[src/rtl/i2c_calc_target.sv]
// I2C target front end for the calculator: decodes controller writes into the
// operand/operation registers and returns a result snapshot on reads.
module i2c_calc_target #(
    parameter logic [6:0] TARGET_ADDR = 7'h42
) (
    input  logic        clk,
    input  logic        rst_n,
    input  logic        scl_i,
    input  logic        sda_i,
    output logic        sda_oe,
    output logic [31:0] operand_a,
    output logic [31:0] operand_b,
    output logic [1:0]  operation,
    output logic        go,
    input  logic [63:0] result_i
);
    localparam int unsigned PTR_W  = 5;
    localparam int unsigned CNT_W  = 4;
    localparam int unsigned BYTE_W = 8;

    typedef enum logic [3:0] {
        IDLE, ADDR, ADDR_ACK, PTR, PTR_ACK, WDATA, WDATA_ACK, RDATA, RDATA_ACK, IGNORE
    } state_t;

    // Synchroniser and edge-detect flops; idle bus level is high.
    logic scl_meta_q, scl_sync_q, scl_dly_q;
    logic sda_meta_q, sda_sync_q, sda_dly_q;

    state_t              state_q, state_d;
    logic [CNT_W-1:0]    cnt_q, cnt_d;
    logic [BYTE_W-1:0]   sh_q, sh_d;
    logic [BYTE_W-1:0]   tx_q, tx_d;
    logic                rw_q, rw_d;
    logic                ack_q, ack_d;
    logic [PTR_W-1:0]    ptr_q, ptr_d;
    logic [63:0]         snap_q, snap_d;
    logic [31:0]         operand_a_q, operand_a_d;
    logic [31:0]         operand_b_q, operand_b_d;
    logic [1:0]          operation_q, operation_d;
    logic                go_arm_q, go_arm_d;
    logic                go_q, go_d;
    logic                sda_oe_q, sda_oe_d;

    logic                scl_rise_c, scl_fall_c, start_c, stop_c;
    logic [BYTE_W-1:0]   wbyte_c, rd_byte_c;
    logic [PTR_W-1:0]    rd_ptr_c;

    always_comb begin
        scl_rise_c = scl_sync_q & ~scl_dly_q;
        scl_fall_c = ~scl_sync_q & scl_dly_q;
        start_c    = scl_sync_q & scl_dly_q & sda_dly_q & ~sda_sync_q;
        stop_c     = scl_sync_q & scl_dly_q & ~sda_dly_q & sda_sync_q;
        wbyte_c    = {sh_q[6:0], sda_sync_q};
    end

    // Read mux: current pointer on RDATA entry, next pointer after a controller ACK.
    always_comb begin
        rd_ptr_c  = (state_q == RDATA_ACK) ? ptr_q + 5'd1 : ptr_q;
        rd_byte_c = 8'h00;
        case (rd_ptr_c[4:3])
            2'b00: begin
                if (rd_ptr_c[2]) rd_byte_c = operand_b_q[{rd_ptr_c[1:0], 3'b000} +: 8];
                else             rd_byte_c = operand_a_q[{rd_ptr_c[1:0], 3'b000} +: 8];
            end
            2'b01: begin
                if (rd_ptr_c == 5'h08) rd_byte_c = {6'b000000, operation_q};
            end
            2'b10:   rd_byte_c = snap_q[{rd_ptr_c[2:0], 3'b000} +: 8];
            default: rd_byte_c = 8'h00;
        endcase
    end

    always_comb begin
        state_d     = state_q;
        cnt_d       = cnt_q;
        sh_d        = sh_q;
        tx_d        = tx_q;
        rw_d        = rw_q;
        ack_d       = ack_q;
        ptr_d       = ptr_q;
        snap_d      = snap_q;
        operand_a_d = operand_a_q;
        operand_b_d = operand_b_q;
        operation_d = operation_q;
        sda_oe_d    = sda_oe_q;
        go_arm_d    = 1'b0;
        go_d        = go_arm_q;

        if (start_c) begin
            state_d  = ADDR;
            cnt_d    = '0;
            sda_oe_d = 1'b0;
        end else if (stop_c) begin
            state_d  = IDLE;
            cnt_d    = '0;
            sda_oe_d = 1'b0;
        end else begin
            case (state_q)
                ADDR, PTR, WDATA: begin
                    if (scl_rise_c && cnt_q < 4'd8) begin
                        sh_d  = wbyte_c;
                        cnt_d = cnt_q + 4'd1;
                        if (cnt_q == 4'd7 && state_q == PTR) ptr_d = wbyte_c[4:0];
                        // Writes commit on the 8th sample; partial bytes never land.
                        if (cnt_q == 4'd7 && state_q == WDATA) begin
                            if (ptr_q < 5'd4) begin
                                operand_a_d[{ptr_q[1:0], 3'b000} +: 8] = wbyte_c;
                            end else if (ptr_q < 5'd8) begin
                                operand_b_d[{ptr_q[1:0], 3'b000} +: 8] = wbyte_c;
                            end else if (ptr_q == 5'd8) begin
                                operation_d = wbyte_c[1:0];
                                go_arm_d    = 1'b1;
                            end
                            ptr_d = ptr_q + 5'd1;
                        end
                    end else if (scl_fall_c && cnt_q == 4'd8) begin
                        cnt_d = '0;
                        if (state_q != ADDR) begin
                            state_d  = (state_q == PTR) ? PTR_ACK : WDATA_ACK;
                            sda_oe_d = 1'b1;
                        end else if (sh_q[7:1] == TARGET_ADDR) begin
                            state_d  = ADDR_ACK;
                            sda_oe_d = 1'b1;
                            rw_d     = sh_q[0];
                            if (sh_q[0]) snap_d = result_i;
                        end else begin
                            state_d = IGNORE;
                        end
                    end
                end
                ADDR_ACK: begin
                    if (scl_fall_c) begin
                        cnt_d = '0;
                        if (rw_q) begin
                            state_d  = RDATA;
                            tx_d     = rd_byte_c;
                            sda_oe_d = ~rd_byte_c[7];
                        end else begin
                            state_d  = PTR;
                            sda_oe_d = 1'b0;
                        end
                    end
                end
                PTR_ACK, WDATA_ACK: begin
                    if (scl_fall_c) begin
                        state_d  = WDATA;
                        cnt_d    = '0;
                        sda_oe_d = 1'b0;
                    end
                end
                RDATA: begin
                    if (scl_rise_c && cnt_q < 4'd8) begin
                        cnt_d = cnt_q + 4'd1;
                    end else if (scl_fall_c) begin
                        if (cnt_q == 4'd8) begin
                            state_d  = RDATA_ACK;
                            sda_oe_d = 1'b0;
                        end else begin
                            sda_oe_d = ~tx_q[3'(4'd7 - cnt_q)];
                        end
                    end
                end
                RDATA_ACK: begin
                    if (scl_rise_c) begin
                        ack_d = sda_sync_q;
                    end else if (scl_fall_c) begin
                        cnt_d = '0;
                        if (!ack_q) begin
                            state_d  = RDATA;
                            ptr_d    = ptr_q + 5'd1;
                            tx_d     = rd_byte_c;
                            sda_oe_d = ~rd_byte_c[7];
                        end else begin
                            state_d  = IGNORE;
                            sda_oe_d = 1'b0;
                        end
                    end
                end
                default: begin
                    sda_oe_d = 1'b0;
                end
            endcase
        end
    end

    always_ff @(posedge clk or negedge rst_n) begin
        if (!rst_n) begin
            scl_meta_q  <= 1'b1;
            scl_sync_q  <= 1'b1;
            scl_dly_q   <= 1'b1;
            sda_meta_q  <= 1'b1;
            sda_sync_q  <= 1'b1;
            sda_dly_q   <= 1'b1;
            state_q     <= IDLE;
            cnt_q       <= '0;
            sh_q        <= '0;
            tx_q        <= '0;
            rw_q        <= 1'b0;
            ack_q       <= 1'b1;
            ptr_q       <= '0;
            snap_q      <= '0;
            operand_a_q <= '0;
            operand_b_q <= '0;
            operation_q <= '0;
            go_arm_q    <= 1'b0;
            go_q        <= 1'b0;
            sda_oe_q    <= 1'b0;
        end else begin
            scl_meta_q  <= scl_i;
            scl_sync_q  <= scl_meta_q;
            scl_dly_q   <= scl_sync_q;
            sda_meta_q  <= sda_i;
            sda_sync_q  <= sda_meta_q;
            sda_dly_q   <= sda_sync_q;
            state_q     <= state_d;
            cnt_q       <= cnt_d;
            sh_q        <= sh_d;
            tx_q        <= tx_d;
            rw_q        <= rw_d;
            ack_q       <= ack_d;
            ptr_q       <= ptr_d;
            snap_q      <= snap_d;
            operand_a_q <= operand_a_d;
            operand_b_q <= operand_b_d;
            operation_q <= operation_d;
            go_arm_q    <= go_arm_d;
            go_q        <= go_d;
            sda_oe_q    <= sda_oe_d;
        end
    end

    assign sda_oe    = sda_oe_q;
    assign operand_a = operand_a_q;
    assign operand_b = operand_b_q;
    assign operation = operation_q;
    assign go        = go_q;

endmodule

[config.mk]
export PLATFORM = sky130hd
export DESIGN_NAME = i2c_calc_target
export DESIGN_NICKNAME = d
export VERILOG_FILES = /design/src/rtl/i2c_calc_target.sv
export SDC_FILE = /design/constraint.sdc
export NUM_CORES = 1
export LEC_CHECK = 0
export CAP_MARGIN = 20
export CORE_MARGIN = 2
export CORE_UTILIZATION = 44
export CTS_CLUSTER_SIZE = 16
export DETAILED_ROUTE_END_ITERATION = 12
export MAX_ROUTING_LAYER = met4
export PLACE_DENSITY = 0.7
export SYNTH_ARGS = -nofsm -noshare
export SYNTH_HDL_FRONTEND = slang
export SYNTH_SLANG_ARGS = --single-unit
[constraint.sdc]
create_clock -name clk -period 2.9 [get_ports clk]
set_clock_uncertainty 0.15 [all_clocks]
set_input_delay 0.58 -clock clk [delete_from_list [all_inputs] [get_ports clk]]
set_output_delay 0.58 -clock clk [all_outputs]
set_load 0.05 [all_outputs]
==> summary.txt <==
Drt
  – Final wirelength: 25,700 microns
  – Initial DRC count: 680
  – DRT antenna net count: 0
  – Wirelength per Cell: 19.9 microns
  – Drt pass-1 iters: 5
  – Vias: 7,414
  – Via density per instance: 5.77
  – Detailed-route DRC error count: 0

Synthesis
  – Largest family of logic cells by synthesized area: simple AND/OR/NAND/NOR gates
  – Number of flops mapped to enable cells by yosys: 0
  – Yosys cell types: 67
  – Most used DFF post-synth: dfrtp_1
  – Sequential fraction of the synthesis area: 48.9%
  – Post-Syn Area: 8720 sq um
  – Yosys reg bits: 170
  – Mux cell area share after synthesis: 14.6%
  – Adder-cell share of the synthesized area: 1.00%
  – Synth Instances: 864
  – Yosys warning count: 0
  – Compound-gate portion of the synthesized area: 15.3%
  – FFs w/ async S/R, synth: 100%
  – Post-Syn Area per Cell: 10.1 sq um
  – Post-Synth XOR/XNOR Area: 0.875%
  – Post-Syn Nets: 939
  – Simple-gate share of the synthesized area: 16.3%

Timing
  – Setup TNS: 0 ps
  – RSZ-0062 raised after global routing: no
  – Period utilization: 95.2%
  – Final hold viol count: 0
  – Worst-margin pin slew: 789 ps
  – Max-slew violations: 0
  – Min Tclk post-route: 2760 ps
  – Slew HR: 46.6%
  – Hold slack: 204 ps
  – Final WS setup: 138 ps
  – Max Clk Rate: 362 MHz
  – Finish-stage setup viols: 0

Floorplanning
  – Die area: 21,000 sq um
  – Chip Height: 145 microns
  – Core box area: 19,500 sq um
  – Row count: 51
  – Ports: 136
  – Initial Util: 44.8%
  – Die width: 145 microns

Clocking
  – Root buf cell: clkbuf_16
  – CTS tree: yes
  – Later-pin clock latency in the skew report: 430 ps
  – Clock Path Buffers: 2
  – Post-CTS setup repair buffer count: 0
  – Total CTS buffers: 17
  – # H-tree levels: 4
  – TritonCTS Sinks: 170
  – Post-cts sizing count: 0
  – CTS clock-pin slew for the worst setup and hold paths: 70 ps

Global route
  – Overflow after GRT: 0
  – Vias in the first global route: 7,219
  – Maximum number of pins on one net before global-route repair: 66
  – First-pass GRT wire length: 40,300 microns
  – Initial antenna violation count: 0
  – GRT Total Usage: 26.2%

Final layout
  – Final Instance Count excl. Fillers: 1,286
  – Synth-to-layout area growth: 27.6%
  – Nets@finish: 1,086
  – ANT cells: 0
  – Share of post-route cells with drive strength above 1: 17.9%
  – Filler cells: 1,718

Placement
  – Gpl congestion: 0.969
  – Dpl cells: 1,256
  – Port bufs: 135
  – DP Worst Slack: 185 ps
  – HPWL after DPL: 18,800 microns

Critical path
  – Worst-path fanout max: 8
  – Worst path required time: 3090 ps
  – Worst setup SP type: flip-flop
  – Bufs and invs on worst path: 1
  – Top Family by Delay on Critical Path: simple AND/OR/NAND/NOR gates
  – Highest-delay cell along the critical path: or4b_4
  – CP endpoint kind: flip-flop
  – Worst path cell trace: or4b_4 -> buf_4 -> nor3_1 -> o21ai_0 -> a32o_1 -> or4_1 -> a32oi_1
  – CP Class: flip-flop to flip-flop
  – Worst path arrival time: 2960 ps
  – Largest stage delay, worst path: 570 ps

Power and ir drop
  – Tot Pwr: 0.00850 W
  – Pwr Density: 764 nW/um^2
  – Worst VDD drop: 0.583 mV
  – Leakage: 4.60 nW

Outcome
  – Status: finished clean

Job
  – MaxCap Viol Count: 0

Min path
  – Hold Crit Class: flip-flop to flip-flop
[final timing paths]
| check | endpoint | slack [ps] | cells past startpoint | start |
|---|---|---|---|---|
| max | tx_q[1] | 140 | 7 | state_q[0] |
| min in group asynchronous | cnt_q[0] | 550 | 2 | rst_n |
| max in group asynchronous | ack_q | 1280 | 3 | rst_n |
| min reg2reg | go | 200 | 0 | go_arm_q |
| min | go | 200 | 0 | go_arm_q |
| max reg2reg | tx_q[1] | 140 | 7 | state_q[0] |
[worst register-to-register path: stages, from the launching register on]
cell	delay [ps]
dfrtp_1	420
or4b_4	570
buf_4	190
nor3_1	230
o21ai_0	130
a32o_1	260
or4_1	530
a32oi_1	200
[repair_timing]
item	CTS	global route
setup endpoints to repair	0	0
hold endpoints to repair	14	0
hold buffers	1	0
[final cells by class]
class / instances / area, sq um / share of cell area [%]
multi-input combinational: 630 / 4200 / 37.7
clock buffer: 20 / 447 / 4.01
inverter: 10 / 37.5 / 0.337
tap: 265 / 332 / 2.98
sequential: 170 / 4260 / 38.3
timing repair buffer: 182 / 1760 / 15.8
clock inverter: 9 / 93.8 / 0.843
[routing by layer]
layer  GRT usage [%]  up-vias  share of wire, %
li1                -     3463                 -
met1            36.2     3602                45
met2            39.1      307                45
met3            5.13       42               6.9
met4            8.48        0               2.6
met5               -        -                 0
[per-stage QoR]
step / utilization (%) / cell area (sq um)
after floorplan: - / 8720
after global placement: 54.3 / 10600
after detailed placement: 54.3 / 10600
after CTS: 57.2 / 11100
after global routing: 57.2 / 11100
final: 57.2 / 11100
[Yosys cell counts, types with 2 or more instances]
cell,n,area (sq um)
dfrtp_1,163,4080
nand2_1,162,608
o21ai_0,91,455
mux2_2,85,957
clkbuf_1,44,165
nand3_1,37,185
mux2i_1,25,250
a211oi_1,23,173
and3_1,22,138
a21oi_1,15,75.1
nor2_1,14,52.6
a31oi_1,10,62.6
a32oi_1,10,87.6
nand4_1,10,62.6
o22ai_1,10,62.6
nor2b_1,9,56.3
o221ai_1,9,78.8
inv_1,8,30.0
o211ai_1,8,60.1
dfstp_2,7,184
ha_1,7,87.6
nor3_1,7,35.0
nor3b_1,7,52.6
nand2b_1,6,37.5
a2111o_1,5,56.3
a22oi_1,5,37.5
buf_1,4,15.0
a22o_1,3,26.3
buf_2,3,15.0
or4_1,3,22.5
xnor2_1,3,26.3
a21boi_0,2,15.0
a21o_1,2,15.0
a221oi_1,2,17.5
and2_1,2,12.5
buf_6,2,22.5
clkinv_1,2,7.51
mux4_2,2,45.0
nor3_2,2,20.0
nor4b_1,2,17.5
o31ai_1,2,15.0
or2_2,2,12.5
xnor2_2,2,32.5
xor2_1,2,17.5
[power by group]
| part | internal, W | switching (W) |
|---|---|---|
| combinational | 0.00145 | 0.00203 |
| sequential | 0.00258 | 0.000287 |
| clock | 0.00120 | 0.000947 |
[registers in the layout, summed over array words and instances, names as in the netlist, 2 cells and up]
register / cells
operation: 2
sh_q: 8
operand_a: 32
snap_q: 64
operand_b: 32
ptr_q: 5
tx_q: 8
cnt_q: 4
state_q: 4
[cell families after synthesis]
family	count (synthesis)
compound gates	208
xor+xnor	7
fa+ha+maj	7
buf+inv	64
flops	170
mux	113
simple gates	295
[cell usage in the layout (no fill, tap or decap), drive strengths merged, types with 10 or more instances in the layout]
master,n
dfrtp,163
nand2,162
clkdlybuf4s50,134
o21ai,92
mux2,85
buf,47
nand3,37
mux2i,26
a211oi,23
and3,22
clkbuf,20
a21oi,15
nor2,15
nand4,10
o22ai,10
a31oi,10
a32oi,10
inv,10
Power figures use the tool's default switching activity.
